File: src/rtl/load_store_sequencer.sv
// load_store_sequencer: multi-cycle control FSM for the D-form lwz/stw datapath.
// Walks each accepted instruction through DECODE, EXEC, MEM (MEM_LAT cycles) and WB,
// producing Moore-style enables for the register file, ALU and data memory.
// Optional feature macro: LSU_UPDATE_FORM_EN adds lwzu/stwu (opcodes 33/37) and the UPD state.
module load_store_sequencer #(
    parameter int          N       = 32,
    parameter int          MEM_LAT = 1,
    parameter logic [3:0]  ALU_ADD = 4'b0010
) (
    input  logic         clk,
    input  logic         rst,
    input  logic         instr_valid,
    output logic         instr_ready,
    input  logic [N-1:0] instruction,
    output logic [4:0]   read_reg_1,
    output logic [4:0]   read_reg_2,
    output logic [4:0]   write_reg,
    output logic [3:0]   ALU_OP,
    output logic         RegWrite,
    output logic         MemRead,
    output logic         MemWrite,
    output logic         wb_sel,
    output logic         done,
    output logic         illegal
);

    localparam int              CW   = (MEM_LAT > 1) ? $clog2(MEM_LAT) : 1;
    localparam logic [CW-1:0]   LAST = CW'(MEM_LAT - 1);

    localparam logic [5:0] OP_LWZ  = 6'd32;
    localparam logic [5:0] OP_STW  = 6'd36;
`ifdef LSU_UPDATE_FORM_EN
    localparam logic [5:0] OP_LWZU = 6'd33;
    localparam logic [5:0] OP_STWU = 6'd37;
`endif

`ifdef LSU_UPDATE_FORM_EN
    typedef enum logic [2:0] {S_IDLE, S_DECODE, S_EXEC, S_MEM, S_WB, S_UPD} state_t;
`else
    typedef enum logic [2:0] {S_IDLE, S_DECODE, S_EXEC, S_MEM, S_WB} state_t;
`endif

    state_t        state, state_nxt;
    logic [CW-1:0] cnt;
    logic [5:0]    op_q;
    logic [4:0]    rt_q;
    logic [4:0]    ra_q;
    logic          is_load;
    logic          is_upd;
    logic          legal;

    // The displacement is consumed straight from the fetch path by the datapath's
    // sign extender; the sequencer itself only needs opcode and register fields.
    logic [15:0]   unused_d;
    assign unused_d = instruction[15:0];

    // Opcode classification from the latched fields only.
    always_comb begin
        is_load = 1'b0;
        is_upd  = 1'b0;
        legal   = 1'b0;
`ifdef LSU_UPDATE_FORM_EN
        is_load = (op_q == OP_LWZ) || (op_q == OP_LWZU);
        is_upd  = (op_q == OP_LWZU) || (op_q == OP_STWU);
        // RA=0 has no base register to update, so the update forms reject it.
        legal   = (op_q == OP_LWZ) || (op_q == OP_STW) || (is_upd && (ra_q != 5'd0));
`else
        is_load = (op_q == OP_LWZ);
        legal   = (op_q == OP_LWZ) || (op_q == OP_STW);
`endif
    end

    // State register, MEM-latency counter and instruction field latch.
    always_ff @(posedge clk) begin
        if (rst) begin
            state <= S_IDLE;
            cnt   <= '0;
            op_q  <= '0;
            rt_q  <= '0;
            ra_q  <= '0;
        end else begin
            state <= state_nxt;
            if (state == S_IDLE && instr_valid) begin
                op_q <= instruction[31:26];
                rt_q <= instruction[25:21];
                ra_q <= instruction[20:16];
            end
            if (state == S_MEM)
                cnt <= (cnt == LAST) ? '0 : cnt + 1'b1;
        end
    end

    // Next-state and Moore output decode.
    always_comb begin
        state_nxt   = state;
        instr_ready = 1'b0;
        write_reg   = 5'd0;
        ALU_OP      = 4'b0000;
        RegWrite    = 1'b0;
        MemRead     = 1'b0;
        MemWrite    = 1'b0;
        wb_sel      = 1'b0;
        done        = 1'b0;
        illegal     = 1'b0;
        read_reg_1  = (state != S_IDLE) ? ra_q : 5'd0;
        read_reg_2  = (state != S_IDLE) ? rt_q : 5'd0;
        case (state)
            S_IDLE: begin
                instr_ready = 1'b1;
                if (instr_valid)
                    state_nxt = S_DECODE;
            end
            S_DECODE: begin
                if (!legal) begin
                    illegal   = 1'b1;
                    state_nxt = S_IDLE;
                end else begin
                    state_nxt = S_EXEC;
                end
            end
            S_EXEC: begin
                ALU_OP    = ALU_ADD;
                state_nxt = S_MEM;
            end
            S_MEM: begin
                ALU_OP   = ALU_ADD;
                MemRead  = is_load;
                MemWrite = !is_load;
                if (cnt == LAST)
                    state_nxt = S_WB;
            end
            S_WB: begin
                ALU_OP = ALU_ADD;
                if (is_load) begin
                    // Keep the read asserted so readData is valid while the RF writes.
                    MemRead   = 1'b1;
                    RegWrite  = 1'b1;
                    write_reg = rt_q;
                end
`ifdef LSU_UPDATE_FORM_EN
                if (is_upd) begin
                    state_nxt = S_UPD;
                end else begin
                    done      = 1'b1;
                    state_nxt = S_IDLE;
                end
`else
                done      = 1'b1;
                state_nxt = S_IDLE;
`endif
            end
`ifdef LSU_UPDATE_FORM_EN
            S_UPD: begin
                // Write the effective address back into RA.
                ALU_OP    = ALU_ADD;
                RegWrite  = 1'b1;
                wb_sel    = 1'b1;
                write_reg = ra_q;
                done      = 1'b1;
                state_nxt = S_IDLE;
            end
`endif
            default: state_nxt = S_IDLE;
        endcase
    end

endmodule

File: config.mk
export PLATFORM = sky130hd
export DESIGN_NAME = load_store_sequencer
export DESIGN_NICKNAME = d
export VERILOG_FILES = /design/src/rtl/load_store_sequencer.sv
export SDC_FILE = /design/constraint.sdc
export NUM_CORES = 1
export LEC_CHECK = 0
export CAP_MARGIN = 30
export CELL_PAD_IN_SITES_DETAIL_PLACEMENT = 1
export CELL_PAD_IN_SITES_GLOBAL_PLACEMENT = 1
export CORE_MARGIN = 8
export CORE_UTILIZATION = 30
export DETAILED_ROUTE_END_ITERATION = 6
export GPL_ROUTABILITY_DRIVEN = 0
export HOLD_SLACK_MARGIN = 0.05
export PLACE_DENSITY = 0.91
export SLEW_MARGIN = 20
export SYNTH_ARGS = -nofsm -noshare
export SYNTH_HDL_FRONTEND = slang
export SYNTH_SLANG_ARGS = --single-unit
File: constraint.sdc
create_clock -name clk -period 2.7 [get_ports clk]
set_input_delay 0.54 -clock clk [delete_from_list [all_inputs] [get_ports clk]]
set_output_delay 0.54 -clock clk [all_outputs]
set_load 0.02 [all_outputs]
==> impl_metrics.tcl, run 1 <==
set metrics [dict create \
    status "completed" \
    post-synth-top-count-cell "nand2b_1" \
    hp-class "flip-flop to flip-flop" \
    fill_cells 441 \
    hold_end "ra_q[3]" \
    synth_edf_count 0 \
    max-slew-margin-rel 0.664 \
    postSynthRegisterBits 19 \
    cts_sinks 19 \
    dr.pass1.iters 4 \
    synth_seq_area_share 0.326 \
    layout_min_cycle_time_ns 2.63 \
    h-tree-depth 1 \
    drv_slew 0 \
    avgRoutedWirePerCell_um 15.1 \
    p_leak_nw 0.644 \
    synthAdderAreaFrac 0 \
    yosys.area.top_type "dfxtp_1" \
    synthTopCellsByCount "nand2b_1, dfxtp_1, mux2i_1" \
    rsz0062_at_grt "false" \
    antenna_found_initial 0 \
    coreArea_um2 3720 \
    route.vias.total 1006 \
    finalSetupViolCount 0 \
    worst_slew_pin_slew_ns 0.491 \
    place_inst 208 \
    async_reset_ff_frac 0 \
    worst_setup_path_end_kind "output pin" \
    finalSetupTns_ns 0 \
    crit-reg2reg-launch "state[2]" \
    synth-simple-area-share 0.389 \
    start_util 0.314 \
    ant_nets 0 \
    r2r-end "rt_q[0]" \
    grt_overflow 0 \
    p_per_area_nw_per_um2 389 \
    syn_area_um2 1170 \
    die_y_um 78.4 \
    syn_inst 127 \
    synth_top_area_share 0.326 \
    synth-xor-area-share 0 \
    port_buffers 40 \
    dp_hpwl_mm 2.53 \
    drive_gt1_frac 0.122 \
    hold_start "ra_q[3]" \
    die_x_um 78.4 \
    clock.fmax_ghz 0.380 \
    synth_compound_area_frac 0.0482 \
    start_kind "flip-flop" \
    cts_buffers 3 \
    drt_iter0_drc 35 \
    skew_ns 0.00668 \
    cp-startpoint "op_q[0]" \
    arrival_ns 2.09 \
    synthToLayoutAreaGrowth_pct 42.0 \
    finalCritPeriodShare 0.975 \
    cap_violations 0 \
    postCtsHoldBufs 0 \
    final_net_count 200 \
    stdcell_count 212 \
    cts_tree "built" \
    synth_top_family_by_area "simple AND/OR/NAND/NOR gates" \
    reg2reg_depth 4 \
    synth_area_per_cell_um2 9.19 \
    synth.area.mux_share 0.137 \
    grt_pass1_wl_mm 5.16 \
    wirelength_mm 3.21 \
    yosys_warnings 0 \
    grt_max_degree 21 \
    root_buffer "clkbuf_8" \
    cp.required_ns 2.16 \
    track_usage 0.102 \
    crit_type "flip-flop to output pin" \
    timing.final.hold_violations 0 \
    drt_drc_violations_left 0 \
    synth_top_flop_cell "dfxtp_1" \
    antenna_cells 0 \
    r2r_slack_ns 1.30 \
    grt_pass1_vias 1113 \
    cts.clk_slew.worst_paths_ns 0.07 \
    rows 22 \
    clk_path_buf_depth 2 \
    min_path_cells 2 \
    ios 61 \
    ys_types 26 \
    yosys-top-cells-area "dfxtp_1, nand2b_1, mux2i_1" \
    die_area_um2 6140 \
    insertion_delay_ns 0.25 \
    worstPathMaxFanout 7 \
    vias_per_cell 4.75 \
    peakVddDrop_v 0.000160 \
]
[through the flow]
stage	setup WS (ns)	cell area, µm²	utilization	total power [W]	hold WS, ns
after CTS	0.0343	1650	0.443	0.000653	0.483
after floorplan	0.419	1180	-	0.000402	0.444
after global placement	0.213	1600	0.432	0.000448	0.454
after global routing	0.0215	1660	0.446	0.000678	0.508
after detailed placement	0.184	1600	0.432	0.000456	0.474
final	0.0683	1660	0.446	0.000644	0.475
[flip-flops by register name, summed over array words and instances (netlist names)]
register and flops:
rt_q 5, state 3, op_q 6, ra_q 5
[layout make-up]
cell class | count | area (µm²) | area share
multi-input cells | 89 | 698 | 0.421
well taps | 48 | 60.1 | 0.0362
flip-flops and latches | 19 | 383 | 0.231
repair buffers | 47 | 453 | 0.273
inverters | 5 | 18.8 | 0.0113
clock buffers | 4 | 45.0 | 0.0272
[how the worst max path moves through the flow]
stage | end
after floorplan | illegal
after global placement | MemRead
after detailed placement | MemRead
after CTS | write_reg[4]
after global routing | write_reg[3]
final | write_reg[3]
[placed cells by master (no fill, tap or decap), types with 5 or more instances in the layout]
cell | netlist | layout
clkdlybuf4s50_1 | 0 | 34
nand2b_1 | 31 | 31
dfxtp_1 | 19 | 17
mux2i_1 | 16 | 16
nor2b_1 | 10 | 10
buf_4 | 5 | 7
inv_1 | 5 | 5
nor4_1 | 5 | 5
[power by group]
group	internal, W	switching, W
Clock	0.000105	0.0000894
Combinational	0.0000746	0.0000602
Sequential	0.000298	0.0000172
[critical path: stages (launching register included)]
cell and delay, ns:
dfxtp_1 0.33, or4b_4 0.62, nor4_2 0.24, clkdlybuf4s50_1 0.64
[per-layer routing]
metal,vias to the layer above,wire [µm],global-route usage
met5,-,0,0
met4,0,40,0.0556
met3,2,143,0.0216
met2,22,1680,0.180
met1,487,1350,0.112
li1,495,-,-
[cell families after synthesis]
logic type | after synthesis
buffers and inverters | 22
other | 1
multiplexers | 16
AO/OA/AOI/OAI | 5
AND/OR/NAND/NOR | 64
flip-flops | 19
[what timing repair did]
action,CTS,global route
endpoints found under the setup margin,4,3
setup buffers,0,0
gates resized for setup,5,4
Note: power is estimated with default switching activity, not from simulation.
==> inputs of run 2 (changes only) <==
--- a/config.mk
+++ b/config.mk
@@ -5,7 +5,6 @@
 export SDC_FILE = /design/constraint.sdc
 export NUM_CORES = 1
 export LEC_CHECK = 0
-export CAP_MARGIN = 30
 export CELL_PAD_IN_SITES_DETAIL_PLACEMENT = 1
 export CELL_PAD_IN_SITES_GLOBAL_PLACEMENT = 1
 export CORE_MARGIN = 8
==> results of run 2 <==
Final layout, timing and power as in run 1 (identical DEF).
